==> src/rtl/icache_param.sv <==
// icache_param: direct-mapped read-only instruction cache with multi-word block fill and flush.
// Optional hit/miss statistics counters are enabled by defining ICACHE_STATS_EN.
module icache_param #(
    parameter int SETS = 16,
    parameter int BLOCK_WORDS = 2
) (
    input  logic        CLK,
    input  logic        nRST,
    input  logic        imemREN,
    input  logic [31:0] imemaddr,
    input  logic        iflush,
    output logic        ihit,
    output logic [31:0] imemload,
    output logic        iREN,
    output logic [31:0] iaddr,
    input  logic        iwait,
    input  logic [31:0] iload
`ifdef ICACHE_STATS_EN
    ,
    output logic [31:0] hit_count,
    output logic [31:0] miss_count
`endif
);
    localparam int WO = $clog2(BLOCK_WORDS);
    localparam int IX = $clog2(SETS);
    localparam int TW = 30 - WO - IX;
    localparam int CW = (WO > 0) ? WO : 1;

    typedef enum logic {IDLE, FILL} state_t;
    state_t state, next;

    logic [SETS-1:0] valid;
    logic [TW-1:0]   tags [SETS];
    logic [31:0]     data [SETS][BLOCK_WORDS];
    logic [IX-1:0]   idx, lidx;
    logic [TW-1:0]   tag, ltag;
    logic [CW-1:0]   woff, cnt;
    logic            last, accept, miss;
    logic            unused_addr;

    assign idx         = imemaddr[IX+WO+1:WO+2];
    assign tag         = imemaddr[31:IX+WO+2];
    assign woff        = CW'(imemaddr[31:2] & 30'(BLOCK_WORDS - 1));
    assign last        = cnt == CW'(BLOCK_WORDS - 1);
    assign accept      = (state == FILL) && !iwait;
    assign unused_addr = ^imemaddr[1:0];

    // Hit lookup in IDLE, memory request generation in FILL, and next-state selection.
    always_comb begin
        next     = state;
        ihit     = 1'b0;
        imemload = '0;
        iREN     = 1'b0;
        iaddr    = '0;
        miss     = 1'b0;
        if (state == IDLE) begin
            ihit     = imemREN && valid[idx] && (tags[idx] == tag) && !iflush;
            imemload = ihit ? data[idx][woff] : '0;
            miss     = imemREN && !ihit && !iflush;
            next     = miss ? FILL : IDLE;
        end else begin
            iREN  = 1'b1;
            iaddr = {ltag, lidx, {(WO+2){1'b0}}} | (32'(cnt) << 2);
            next  = (iflush || (accept && last)) ? IDLE : FILL;
        end
    end

    // State, latched miss address, fill counter and valid bits; flush wins over fill completion.
    always_ff @(posedge CLK or negedge nRST) begin
        if (!nRST) begin
            state <= IDLE;
            valid <= '0;
            cnt   <= '0;
            ltag  <= '0;
            lidx  <= '0;
        end else begin
            state <= next;
            if (miss) begin
                ltag <= tag;
                lidx <= idx;
                cnt  <= '0;
            end else if (accept) begin
                cnt <= cnt + 1'b1;
            end
            if (iflush) valid <= '0;
            else if (accept && last) valid[lidx] <= 1'b1;
        end
    end

    // Data and tag arrays carry no reset; the valid bits alone qualify their contents.
    always_ff @(posedge CLK) begin
        if (accept) begin
            data[lidx][cnt] <= iload;
            if (last) tags[lidx] <= ltag;
        end
    end

`ifdef ICACHE_STATS_EN
    // Free-running hit and miss counters, untouched by flush.
    always_ff @(posedge CLK or negedge nRST) begin
        if (!nRST) begin
            hit_count  <= '0;
            miss_count <= '0;
        end else begin
            if (ihit) hit_count <= hit_count + 1'b1;
            if (miss) miss_count <= miss_count + 1'b1;
        end
    end
`endif
endmodule

==> config.mk <==
export PLATFORM = sky130hd
export DESIGN_NAME = icache_param
export DESIGN_NICKNAME = d
export VERILOG_FILES = /design/src/rtl/icache_param.sv
export SDC_FILE = /design/constraint.sdc
export NUM_CORES = 1
export LEC_CHECK = 0
export CORE_UTILIZATION = 55
export CTS_CLUSTER_DIAMETER = 50
export CTS_CLUSTER_SIZE = 30
export DETAILED_ROUTE_END_ITERATION = 8
export PLACE_DENSITY = 0.72
export SLEW_MARGIN = 25
export SYNTH_ARGS = -nofsm -noshare
export SYNTH_HDL_FRONTEND = slang
export SYNTH_SLANG_ARGS = --single-unit
==> constraint.sdc <==
create_clock -name CLK -period 7.9 [get_ports CLK]
set_clock_uncertainty 0.2 [all_clocks]
set_input_delay 0.79 -clock CLK [delete_from_list [all_inputs] [get_ports CLK]]
set_output_delay 0.79 -clock CLK [all_outputs]
set_load 0.03 [all_outputs]
==> flow_summary.yaml <==
yosys:
  synthTopCellsByArea: "edfxtp_1, mux4_2, dfrtp_1"
  ys.flop_type: "edfxtp_1"
  yosysWarnings: 0
  synth_seq_cells: 1471
  synthArstFlopShare: 0.0320
  synth_cells: 2409
  yosysTopAreaCell: "edfxtp_1"
  synth_edf_count: 1424
  synth_cell_type_count: 54
  synth_top_area_frac: 0.755
  avgSynthCellArea_um2: 23.5
  synth_area_um2: 56700
  ys_seq_area_frac: 0.775
placement:
  hpwlAfterDp_um: 63600
  dpl.cell_count: 3844
  io_buffers: 130
  dpl_worst_slack_ns: 1.47
  gp_congestion: 0.751
drt:
  wl_per_cell_um: 31.5
  vias: 26400
  drt_iter0_drc: 3286
  detail_route.first_pass.iterations: 5
  route.detailed.drc: 0
  ant_nets: 0
  viasPerCell: 6.47
  drt_wl_total_um: 129000
power:
  p_leak_uw: 0.0203
  power_frac_clock: 0.401
  seq_power_share: 0.543
  peakVddDrop_mv: 0.202
  netSwitchingFraction: 0.226
  combPwrFrac: 0.056
  p_sw_uw: 3710
  p_int_uw: 12700
  p_per_area_nw_per_um2: 255
setup_path:
  end_kind: "output port"
  rr_startpoint: "tags[12][8]"
  r2r_slack_ns: 3.91
  crit_arrival_ns: 5.47
  crit_type: "primary input to output port"
  crit_path_start_kind: "primary input"
  crit_slowest_cell: "clkdlybuf4s50_1"
  reg2reg_to: "ltag[7]"
  crit_required_ns: 6.91
  max_stage_delay_ns: 0.69
  cp_cell_sequence: "buf_8 > buf_4 > mux4_2 > mux4_2 > xnor2_1 > nand4_1 > nor4_1 > nand3_2 > buf_4 > nor2_1 > clkdlybuf4s50_1"
  path_max_fanout: 73
  r2r_cells: 9
sta:
  finalHoldViolCount: 0
  min_period_ns: 6.46
  slew_violations: 0
  hold-worst-slack_ns: 0.306
  maxSlewHeadroom: 0.269
  period_share: 0.818
  setup_viol: 0
  worst_slack_ns: 1.44
  rsz0062_at_grt: "no"
  setup_tns_ns: 0
  max_freq_mhz: 155
  worstMarginPinSlew_ns: 1.10
clocking:
  ctsResizeCount: 0
  cts.sinks: 1471
  clockBufferDepth: 3
  cts-root-buf: "clkbuf_16"
  cts_tree: "yes"
  clk_latency_ns: 0.76
  clk_pin_slew_worst_paths_ns: 0.07
  post_cts_buffers: 0
  cts_made_buffers: 130
  cts_htree_levels: 4
finish:
  nets: 2679
  layout.cells.non_filler: 4088
  diodes: 0
  syn_to_final_growth_pct: 13.7
  drive_above_1_share: 0.279
grt:
  overflow: 0
  grt_pass1_vias: 27300
  antenna_found_initial: 4
  grt_pass1_wl_um: 188000
  grt_start_max_net_pins: 90
  grt_usage: 0.255
floorplanning:
  ios: 135
  core-area_um2: 102000
  fp.dieH_um: 323
  row_count: 117
  die_area_um2: 104000
  die_w_um: 323
  start_util: 0.555
run:
  max_cap_viol_count: 0
worst_hold_path:
  holdPathEnd: "valid[14]"
  min_path_type: "flip-flop to flip-flop"
  hold_path_depth: 2
  holdCritStartpoint: "valid[14]"
outcome:
  status: "completed"
==> cells in the final DEF (no fill, tap or decap), types with 6 or more instances in the layout <==
cell             netlist  layout
a221oi_1               7       7
a22o_1                 8       8
a22oi_1                7       7
and2_1                32      32
buf_4                 17      55
bufinv_16              0      10
clkbuf_1              55       8
clkbuf_16              0     133
clkdlybuf4s50_1        0     121
clkinv_1               1       6
clkinv_2               0      10
clkinv_4               0      15
clkinv_8               0       8
clkinvlp_4             0       8
dfrtp_1               47      47
edfxtp_1            1424    1424
inv_1                  8       8
inv_6                  0      29
inv_8                  0      11
mux2_1                28      28
mux2i_1               87      87
mux4_2               412     412
nand2_1                9       9
nand3_1               10       9
nor2_1               106      74
nor2_4                 0      32
nor2b_1                6       6
o21ai_0                6       6
xnor2_1               19      19
xor2_1                14      14
==> what timing repair did <==
item                       4_1_cts  5_1_grt
hold endpoints to repair         9        0
setup endpoints to repair        0        0
hold buffers                     1        0
==> per-layer routing <==
| metal | GRT usage | up-vias | routed length [µm] |
|---|---|---|---|
| met5 | 0 | - | 52 |
| met4 | 0.0711 | 8 | 3110 |
| met3 | 0.0475 | 227 | 11700 |
| met2 | 0.414 | 1360 | 64000 |
| met1 | 0.361 | 14200 | 49900 |
| li1 | - | 10600 | - |
==> layout make-up <==
type | instances | area, µm²
inverters | 9 | 35.0
repair buffers | 195 | 1900
well taps | 1368 | 1710
flip-flops and latches | 1471 | 43900
clock inverters | 100 | 1140
clock buffers | 142 | 3370
multi-input cells | 803 | 12300
fillers | 6662 | 37600
==> power groups by stage <==
stage	logic, µW	clock network, µW	registers (µW)
after global placement	897	0	9080
after CTS	928	6690	8940
after floorplan	563	0	9050
after global routing	975	6970	8960
final	918	6590	8940
after detailed placement	921	0	9110
==> cells by family (layout without fill, tap and decap cells) <==
logic type / Yosys count / count (layout) / share of synthesized area
simple gates: 184 / 184 / 0.0153
other cells: 1 / 2 / 0.0000662
compound gates: 52 / 52 / 0.00693
xor+xnor: 33 / 33 / 0.00510
buf+inv: 136 / 446 / 0.0116
mux: 532 / 532 / 0.186
flops: 1471 / 1471 / 0.775
==> worst max-delay path, delay by kind of cell <==
kind                      cells  cell delay [ns]
xor gates and xnor gates      1             0.23
buffers and inverters         4             2.07
muxes                         2             0.93
and+or+nand+nor               4             1.30
==> synthesized netlist by cell type (all sizes together) (2+ instances only) <==
library cell / instances
a21o: 2
a21oi: 6
a221oi: 8
a22o: 8
a22oi: 7
and2: 32
buf: 72
clkbuf: 55
dfrtp: 47
edfxtp: 1424
inv: 8
mux2: 33
mux2i: 87
mux4: 412
nand2: 9
nand2b: 4
nand3: 10
nand4: 2
nor2: 106
nor2b: 6
nor3: 4
nor4: 2
o211ai: 2
o21ai: 7
o22ai: 3
or3: 3
or4: 2
xnor2: 19
xor2: 14
==> worst max path at each step <==
stage,from,depth (start not counted),end,slack (ns)
2_1_floorplan,imemaddr[5],12,imemload[10],3.10
4_1_cts,imemaddr[5],11,imemload[10],1.40
5_1_grt,imemaddr[4],11,imemload[10],1.22
3_5_place_dp,imemaddr[5],11,imemload[10],1.47
6_report,imemaddr[5],11,imemload[10],1.44
3_3_place_gp,imemaddr[3],8,imemload[5],1.49
==> stage by stage <==
step | power, µW | area, µm² | utilization
final | 16400 | 64400 | 0.631
after global routing | 16900 | 64400 | 0.631
after CTS | 16600 | 64400 | 0.631
after detailed placement | 10000 | 59900 | 0.587
after global placement | 9980 | 59800 | 0.586
after floorplan | 9620 | 56700 | -
==> flip-flops by register name, indices dropped and copies added, names as in the netlist <==
signal,flops
data,1024
tags,400
ltag,25
valid,16
lidx,4
cnt,1
state,1
Power figures use the tool's default switching activity.
